### config.mk
export PLATFORM = sky130hd
export DESIGN_NAME = usb_clk_en_gen
export DESIGN_NICKNAME = d
export VERILOG_FILES = /design/src/rtl/usb_clk_en_gen.sv
export SDC_FILE = /design/constraint.sdc
export NUM_CORES = 1
export LEC_CHECK = 0
export CAP_MARGIN = 20
export CORE_MARGIN = 3
export CORE_UTILIZATION = 25
export DETAILED_ROUTE_END_ITERATION = 7
export HOLD_SLACK_MARGIN = 0.03
export PLACE_DENSITY = 0.46
export SETUP_SLACK_MARGIN = 0.02
export SLEW_MARGIN = 20
export SYNTH_ARGS = -nofsm -noshare
export SYNTH_HDL_FRONTEND = slang
export SYNTH_SLANG_ARGS = --single-unit
### constraint.sdc
create_clock -name clk_i -period 4.8 [get_ports clk_i]
set_clock_uncertainty 0.05 [all_clocks]
set_input_delay 0.48 -clock clk_i [delete_from_list [all_inputs] [get_ports clk_i]]
set_output_delay 0.48 -clock clk_i [all_outputs]
set_load 0.01 [all_outputs]
### src/rtl/usb_clk_en_gen.sv
// usb_clk_en_gen
//   Multi-channel clock-enable generator. Each channel divides clk_i by a
//   run-time programmable divisor D. It produces a one-cycle enable strobe
//   (en_o) every D cycles and a toggle output (tgl_o) that divides by 2D.
//   The outputs start only after the PLL lock has been stable for LOCK_WAIT
//   cycles. A divisor change is held as pending and is applied at the
//   channel's terminal count, so no period is ever shortened or stretched.
//
// Ports
//   clk_i         single clock; all logic is rising-edge
//   reset_ni      asynchronous active-low reset
//   pll_locked_i  PLL lock, asynchronous to clk_i
//   div_we_i      divisor write strobe
//   div_ch_i      channel index for the write; indices >= NUM_CH are ignored
//   div_val_i     new divisor; 0 turns the channel off
//   sync_i        restart all channels in phase (only while running)
//   ready_o       outputs running
//   div_busy_o    per channel: a write is pending and not yet applied
//   en_o          per channel: one-cycle enable strobe
//   tgl_o         per channel: inverts on every en_o
module usb_clk_en_gen #(
  parameter int NUM_CH    = 2,
  parameter int DIV_W     = 8,
  parameter int DIV_RST   = 2,
  parameter int LOCK_WAIT = 16,
  localparam int CH_W     = (NUM_CH > 1) ? $clog2(NUM_CH) : 1
) (
  input  logic              clk_i,
  input  logic              reset_ni,
  input  logic              pll_locked_i,
  input  logic              div_we_i,
  input  logic [CH_W-1:0]   div_ch_i,
  input  logic [DIV_W-1:0]  div_val_i,
  input  logic              sync_i,
  output logic              ready_o,
  output logic [NUM_CH-1:0] div_busy_o,
  output logic [NUM_CH-1:0] en_o,
  output logic [NUM_CH-1:0] tgl_o
);

  localparam int WAIT_W = $clog2(LOCK_WAIT + 1);

  // Lock synchroniser and lock-stable wait counter
  logic              lk_meta_reg, lk_reg;
  logic [WAIT_W-1:0] wait_cnt_reg, wait_cnt_next;
  logic              run_reg, run_next;

  always_comb begin
    run_next      = run_reg;
    wait_cnt_next = wait_cnt_reg;
    if (!lk_reg) begin
      // Any cycle without lock stops the outputs and restarts the wait.
      run_next      = 1'b0;
      wait_cnt_next = '0;
    end else if (!run_reg) begin
      if (wait_cnt_reg == WAIT_W'(LOCK_WAIT - 1)) begin
        run_next = 1'b1;
      end else begin
        wait_cnt_next = wait_cnt_reg + WAIT_W'(1);
      end
    end
  end

  always_ff @(posedge clk_i or negedge reset_ni) begin
    if (!reset_ni) begin
      lk_meta_reg  <= 1'b0;
      lk_reg       <= 1'b0;
      wait_cnt_reg <= '0;
      run_reg      <= 1'b0;
    end else begin
      lk_meta_reg  <= pll_locked_i;
      lk_reg       <= lk_meta_reg;
      wait_cnt_reg <= wait_cnt_next;
      run_reg      <= run_next;
    end
  end

  assign ready_o = run_reg;

  // Per-channel divider
  genvar gi;
  generate
    for (gi = 0; gi < NUM_CH; gi++) begin : g_ch
      logic [DIV_W-1:0] act_d_reg, act_d_next;
      logic [DIV_W-1:0] pend_reg, pend_next;
      logic [DIV_W-1:0] cnt_reg, cnt_next;
      logic             pend_vld_reg, pend_vld_next;
      logic             en_reg, en_next;
      logic             tgl_reg, tgl_next;
      logic             we_hit, sync_hit, apply;
      logic [DIV_W-1:0] d_use;

      always_comb begin
        // Out-of-range channel indices match no channel, so they are dropped.
        we_hit   = div_we_i && (div_ch_i == CH_W'(gi));
        sync_hit = sync_i && run_reg;
        // A pending divisor is only safe to adopt at a period boundary:
        // at terminal count, on sync, or when nothing is counting.
        apply    = pend_vld_reg &&
                   (!run_reg || (act_d_reg == '0) || (cnt_reg == '0) || sync_hit);
        d_use    = apply ? pend_reg : act_d_reg;

        act_d_next    = d_use;
        // A write in the apply cycle survives as the next pending value.
        pend_next     = we_hit ? div_val_i : pend_reg;
        pend_vld_next = we_hit || (pend_vld_reg && !apply);

        cnt_next = cnt_reg;
        en_next  = 1'b0;
        tgl_next = tgl_reg;

        if (!run_next) begin
          // Stopped: keep the counter preloaded so the first period after
          // ready rises is a full one.
          cnt_next = (d_use == '0) ? '0 : d_use - DIV_W'(1);
          tgl_next = 1'b0;
        end else if (sync_hit) begin
          cnt_next = (d_use == '0) ? '0 : d_use - DIV_W'(1);
          tgl_next = 1'b0;
        end else if (d_use == '0) begin
          cnt_next = '0;
        end else if (!run_reg || (cnt_reg == '0)) begin
          // Start of a period (ready rising or reload). When D=1 the
          // counter sits at 0, which strobes every cycle.
          cnt_next = d_use - DIV_W'(1);
          en_next  = (d_use == DIV_W'(1));
          tgl_next = tgl_reg ^ en_next;
        end else begin
          cnt_next = cnt_reg - DIV_W'(1);
          en_next  = (cnt_reg == DIV_W'(1));
          tgl_next = tgl_reg ^ en_next;
        end
      end

      always_ff @(posedge clk_i or negedge reset_ni) begin
        if (!reset_ni) begin
          act_d_reg    <= DIV_W'(DIV_RST);
          pend_reg     <= '0;
          pend_vld_reg <= 1'b0;
          cnt_reg      <= '0;
          en_reg       <= 1'b0;
          tgl_reg      <= 1'b0;
        end else begin
          act_d_reg    <= act_d_next;
          pend_reg     <= pend_next;
          pend_vld_reg <= pend_vld_next;
          cnt_reg      <= cnt_next;
          en_reg       <= en_next;
          tgl_reg      <= tgl_next;
        end
      end

      assign en_o[gi]       = en_reg;
      assign tgl_o[gi]      = tgl_reg;
      assign div_busy_o[gi] = pend_vld_reg;
    end
  endgenerate

endmodule
==> impl_metrics.env, run 1 <==
export IMPL_cp_start_kind="register"
export IMPL_die_area_um2=16300
export IMPL_critPathRequiredTime_ns=4.92
export IMPL_hpwl_um=6470
export IMPL_cp_end_kind="register"
export IMPL_cpLargestDelayFamily="simple AND/OR/NAND/NOR gates"
export IMPL_antenna_found_initial=0
export IMPL_slowest_delay_ns=0.64
export IMPL_synthFlopType="dfrtp_1"
export IMPL_p_sw_mw=0.603
export IMPL_ioPinCount=21
export IMPL_path_cells="or2b_2 -> a31oi_1 -> a21bo_2 -> mux2i_1 -> ha_1 -> or4b_2 -> nor2_1 -> xnor2_1 -> nand2_1 -> a21oi_1 -> a311oi_1"
export IMPL_p_leak_nw=1.76
export IMPL_reg2reg_setup_slack_ns=1.07
export IMPL_post_cts_buffers=0
export IMPL_yosys_warnings=0
export IMPL_routed_wl_um=8960
export IMPL_root_buffer="clkbuf_16"
export IMPL_crit_buf_inv=0
export IMPL_intPower_mw=1.24
export IMPL_cts_resized=0
export IMPL_peakVddDrop_mv=0.159
export IMPL_setup_viol=0
export IMPL_status="finished, final reports clean"
export IMPL_finalCritPeriodShare=0.778
export IMPL_final_cell_mix="60 x dfrtp_1, 41 x nand2_1, 21 x mux2_2, 20 x nor2_1, 19 x clkdlybuf4s50_1"
export IMPL_crit_path_end="g_ch[0].cnt_reg[6]"
export IMPL_initial_utilization=0.261
export IMPL_fin_crit_ns=3.73
export IMPL_synth_cell_area_um2=3690
export IMPL_grt_start_max_net_pins=63
export IMPL_cts_tree="done"
export IMPL_crit_start="ready_o"
export IMPL_synth_fp_nets=395
export IMPL_p_comb_frac=0.231
export IMPL_ys_seq_area_frac=0.421
export IMPL_path_max_fanout=12
export IMPL_slew_viol_final=0
export IMPL_wire_per_inst_um=15.7
export IMPL_first_pass_iters=4
export IMPL_clock_sinks=62
export IMPL_row_count=43
export IMPL_synth_edf_count=0
export IMPL_grt_pass1_wl_um=15100
export IMPL_die_y_um=128
export IMPL_maxCapViolations=0
export IMPL_clock_latency_ns=0.34
export IMPL_core_um2=14100
export IMPL_diodes=0
export IMPL_worstMarginPinSlew_ns=0.971
export IMPL_hold_buffers=0
export IMPL_drive_above_1_share=0.159
export IMPL_critPathKind="register to register"
export IMPL_grt_pass1_vias=2783
export IMPL_hold_slack_ns=0.245
export IMPL_grt_usage=0.117
export IMPL_netlist_instances=371
export IMPL_ys_ff_latch=62
export IMPL_cts_inserted_buffers=9
export IMPL_r2r_end="g_ch[0].cnt_reg[6]"
export IMPL_p_per_area_nw_per_um2=425
export IMPL_drc_errors=0
export IMPL_gp_routability_congestion=0.890
export IMPL_r2r_start="ready_o"
export IMPL_rsz0062_at_grt="false"
export IMPL_fmax_mhz=268
export IMPL_cts_path_max_buffers=2
export IMPL_p_seq_frac=0.404
export IMPL_ant_nets=0
export IMPL_htreeDepth=3
export IMPL_crit_slowest_cell="or4b_2"
export IMPL_holdCritPathClass="input port to asynchronous set/reset pin"
export IMPL_areaGrowthSynthToFinish_pct=17.5
export IMPL_r2r_cells=11
export IMPL_die_w_um=128
export IMPL_grt_ovfl_total=0
export IMPL_synth_area_per_cell_um2=9.95
export IMPL_dr_total_vias=2799
export IMPL_portBuffers=20
export IMPL_drt_vias_per_instance=4.90
export IMPL_ys_types=63
export IMPL_cp_depth=11
export IMPL_layout_commonest_cell="dfrtp_1"
export IMPL_hold_violations=0
export IMPL_setup_tns_ns=0
export IMPL_slew_headroom=0.351
export IMPL_swShare=0.327
export IMPL_drt_iter0_markers=195
export IMPL_clkTransAtPathRegs_ns=0.05
export IMPL_fin_nets=410
export IMPL_critPathArrivalTime_ns=3.86
export IMPL_synthArstFlopShare=1.00
export IMPL_clockPowerShare=0.365
==> worst min path at each step <==
stage | from | to | slack [ns] | cells past startpoint
3_3_place_gp | lk_meta_reg | lk_reg | 0.29 | 0
5_1_grt | lk_meta_reg | lk_reg | 0.33 | 0
2_1_floorplan | reset_ni | g_ch[0].act_d_reg[0] | 0.13 | 0
6_report | reset_ni | wait_cnt_reg[1] | 0.25 | 2
3_5_place_dp | lk_meta_reg | lk_reg | 0.29 | 0
4_1_cts | reset_ni | wait_cnt_reg[2] | 0.31 | 2
==> routing by layer <==
layer | part of all wire | vias to the layer above | GRT usage
met1 | 0.51 | 1373 | 0.170
met3 | 0.046 | 8 | 0.0351
met2 | 0.43 | 57 | 0.167
met4 | 0.0097 | 0 | 0.0328
li1 | - | 1361 | -
met5 | 0 | - | 0
==> metrics by stage <==
stage | area, um2 | worst slack, ns | std cells | power, mW | utilization
global route | 4340 | 0.783 | 571 | 1.96 | 0.306
global placement | 4030 | 0.866 | 555 | 1.17 | 0.285
detailed placement | 4030 | 0.771 | 555 | 1.18 | 0.285
floorplan | 3690 | 1.35 | 371 | 1.04 | -
finish | 4340 | 1.07 | 571 | 1.84 | 0.306
CTS | 4340 | 1.09 | 571 | 1.86 | 0.306
==> power groups by stage <==
stage / registers, mW / clock network (mW) / logic, mW
final: 0.745 / 0.673 / 0.425
after CTS: 0.744 / 0.692 / 0.427
after floorplan: 0.716 / 0 / 0.324
after global placement: 0.750 / 0 / 0.425
after detailed placement: 0.751 / 0 / 0.424
after global routing: 0.764 / 0.713 / 0.480
==> layout make-up <==
| cell class | count | area, um2 |
|---|---|---|
| Fill cell | 1461 | 9810 |
| Multi-Input combinational cell | 276 | 1980 |
| Timing Repair Buffer | 23 | 218 |
| Clock inverter | 6 | 70.1 |
| Inverter | 14 | 52.6 |
| Sequential cell | 62 | 1550 |
| Tap cell | 180 | 225 |
| Clock buffer | 10 | 239 |
==> synthesized netlist by cell type, types with 3 or more instances <==
| cell type | count | area share |
|---|---|---|
| nand2_1 | 41 | 0.042 |
| buf_2 | 3 | 0.0041 |
| nand4_1 | 5 | 0.0085 |
| xnor2_1 | 16 | 0.038 |
| inv_1 | 14 | 0.014 |
| o31ai_1 | 4 | 0.0081 |
| ha_1 | 10 | 0.034 |
| dfrtp_1 | 60 | 0.41 |
| a211oi_1 | 5 | 0.010 |
| nand3_1 | 14 | 0.019 |
| xor2_1 | 15 | 0.036 |
| o21ai_0 | 7 | 0.0095 |
| and3_1 | 6 | 0.010 |
| o21a_1 | 3 | 0.0061 |
| nor2_1 | 20 | 0.020 |
| o211ai_1 | 7 | 0.014 |
| mux2_2 | 21 | 0.064 |
| clkbuf_1 | 8 | 0.0081 |
| buf_4 | 6 | 0.012 |
| a21oi_1 | 12 | 0.016 |
| and2_1 | 7 | 0.012 |
| mux2i_1 | 7 | 0.019 |
| or3_1 | 4 | 0.0068 |
| nand3b_1 | 3 | 0.0061 |
| nor2b_1 | 6 | 0.010 |
| nor3_1 | 15 | 0.020 |
| nor4_1 | 4 | 0.0068 |
| or4_4 | 3 | 0.0091 |
==> kinds of logic (layout without fill, tap and decap cells) <==
| group | after synthesis | count (layout) | share of synthesized area |
|---|---|---|---|
| xor gates and xnor gates | 31 | 31 | 0.0735 |
| AOI/OAI and AO/OA | 67 | 67 | 0.146 |
| adders and majority gates | 10 | 10 | 0.0339 |
| and+or+nand+nor | 140 | 140 | 0.200 |
| DFF | 62 | 62 | 0.421 |
| muxes | 28 | 28 | 0.0830 |
| buffers and inverters | 33 | 53 | 0.0434 |
==> worst register-to-register path, cell delays in order (launching register included) <==
cell and delay [ns]:
dfrtp_1 0.55, or2b_2 0.35, a31oi_1 0.33, a21bo_2 0.34, mux2i_1 0.37, ha_1 0.38, or4b_2 0.64, nor2_1 0.14
xnor2_1 0.13, nand2_1 0.07, a21oi_1 0.17, a311oi_1 0.06
Note: power is estimated with default switching activity, not from simulation.
==> inputs of run 2 (changes only) <==
- clock period: 4.8 -> 3.6 ns (I/O delays scaled with it)
==> impl_metrics.env, run 2 (synthesis gave the netlist of run 1 again) <==
export IMPL_status="finished, violations left"
export IMPL_violations="hold timing"
export IMPL_portBuffers=20
export IMPL_diodes=0
export IMPL_cts_tree="done"
export IMPL_place_inst=568
export IMPL_die_area_um2=16300
export IMPL_hold_slack_ns=-0.00889
export IMPL_dr_total_vias=2839
export IMPL_ioPinCount=21
export IMPL_drive_above_1_share=0.186
export IMPL_post_cts_buffers=0
export IMPL_clock_latency_ns=0.33
export IMPL_initial_utilization=0.261
export IMPL_hpwl_um=6830
export IMPL_die_w_um=128
export IMPL_slew_headroom=0.428
export IMPL_holdCritPathClass="input port to asynchronous set/reset pin"
export IMPL_grt_usage=0.118
export IMPL_critPathArrivalTime_ns=3.53
export IMPL_hold_violations=16
export IMPL_worstMarginPinSlew_ns=0.857
export IMPL_fmax_mhz=302
export IMPL_clock_sinks=62
export IMPL_wire_per_inst_um=15.4
export IMPL_critPathRequiredTime_ns=3.82
export IMPL_grt_ovfl_total=0
export IMPL_drt_vias_per_instance=4.86
export IMPL_setup_slack_ns=0.286
export IMPL_antenna_found_initial=0
export IMPL_utilization=0.314
export IMPL_areaGrowthSynthToFinish_pct=20.2
export IMPL_gp_routability_congestion=0.797
export IMPL_routed_wl_um=9010
export IMPL_path_max_fanout=6
export IMPL_cp_start_kind="register"
export IMPL_place_ws_ns=0.158
export IMPL_fillers=1470
export IMPL_drt_iter0_markers=157
export IMPL_critPathKind="register to register"
export IMPL_grt_pass1_vias=2752
export IMPL_setup_tns_ns=0
export IMPL_drc_errors=0
export IMPL_grt_pass1_wl_um=15200
export IMPL_core_um2=14100
export IMPL_first_pass_iters=4
export IMPL_row_count=43
export IMPL_finalCritPeriodShare=0.920
export IMPL_layout_commonest_cell="dfrtp_1"
export IMPL_die_y_um=128
export IMPL_hold_buffers=0
export IMPL_fin_crit_ns=3.31
export IMPL_final_cell_mix="60 x dfrtp_1, 41 x nand2_1, 21 x mux2_2, 20 x nor2_1, 19 x clkdlybuf4s50_1"
export IMPL_root_buffer="clkbuf_16"
export IMPL_peakVddDrop_mv=0.205
export IMPL_p_per_area_nw_per_um2=555
export IMPL_clkTransAtPathRegs_ns=0.06
export IMPL_grt_start_max_net_pins=45
export IMPL_cts_inserted_buffers=9
export IMPL_fin_nets=423
export IMPL_power_mw=2.47
export IMPL_p_leak_nw=1.84
export IMPL_htreeDepth=3
export IMPL_cp_end_kind="register"
export IMPL_maxCapViolations=0
export IMPL_cts_path_max_buffers=2
export IMPL_setup_viol=0
export IMPL_instances_no_fill=584
export IMPL_ant_nets=0
export IMPL_slew_viol_final=0
export IMPL_rsz0062_at_grt="false"
## run 2: changes by cell type in the layout (fill, tap and decap cells not counted), sizes merged
| cell | before | now |
|---|---|---|
| buf | 4 | 17 |
| clkinvlp | 3 | 0 |
| clkbuf | 10 | 12 |
| clkinv | 1 | 3 |
| inv | 15 | 14 |
## run 2: where the power goes
group          internal (mW)  switching, mW  leakage [nW]  total, mW
combinational          0.287          0.311         0.930      0.598
clock                  0.569          0.303         0.152      0.873
sequential             0.833          0.162         0.754      0.995
## run 2: through the flow
stage | instance area, um2 | hold WS (ns)
3_3_place_gp | 4130 | 0.290
5_1_grt | 4440 | 0.0365
4_1_cts | 4430 | 0.206
6_report | 4440 | -0.00889
2_1_floorplan | 3690 | 0.0144
3_5_place_dp | 4130 | 0.287
## run 2: worst paths after layout
check / start / to / slack [ns] / cells past startpoint
setup / recovery: g_ch[1].cnt_reg[0] / g_ch[1].tgl_reg / 0.29 / 14
hold / removal: reset_ni / g_ch[0].cnt_reg[5] / -0.009 / 1
setup reg to reg: g_ch[1].cnt_reg[0] / g_ch[1].tgl_reg / 0.29 / 14
hold reg to reg: lk_meta_reg / lk_reg / 0.30 / 0
max in group asynchronous: reset_ni / g_ch[1].act_d_reg[1] / 2.86 / 2
min in group clk_i: lk_meta_reg / lk_reg / 0.30 / 0
## run 2: routing by layer
layer / up-vias / wire length [um] / global-route usage
li1: 1386 / - / -
met1: 1388 / 4770 / 0.179
met2: 55 / 3760 / 0.165
met3: 10 / 349 / 0.0284
met4: 0 / 139 / 0.0353
met5: - / 0 / 0
## run 2: final cells by class
cell class	count	area, um2	area share
multi-input cells	276	1990	0.448
flip-flops and latches	62	1550	0.350
repair buffers	36	318	0.0716
clock buffers	12	256	0.0578
well taps	180	225	0.0507
inverters	14	52.6	0.0118
clock inverters	4	45.0	0.0101
## run 2: worst max-delay path, cell delays in order (launching register included)
cell	delay, ns
dfrtp_1	0.41
inv_1	0.07
ha_2	0.23
or3b_2	0.54
o21ai_4	0.20
o21ai_2	0.11
mux2i_1	0.15
inv_1	0.10
ha_1	0.17
inv_1	0.05
or3_1	0.36
a211o_1	0.26
a2111oi_2	0.37
o21bai_1	0.12
nand2_1	0.06
## run 2: what timing repair did
item | 4_1_cts | 5_1_grt
setup endpoints to repair | 0 | 1
endpoints found under the hold margin | 0 | 0
resized for setup | 0 | 2
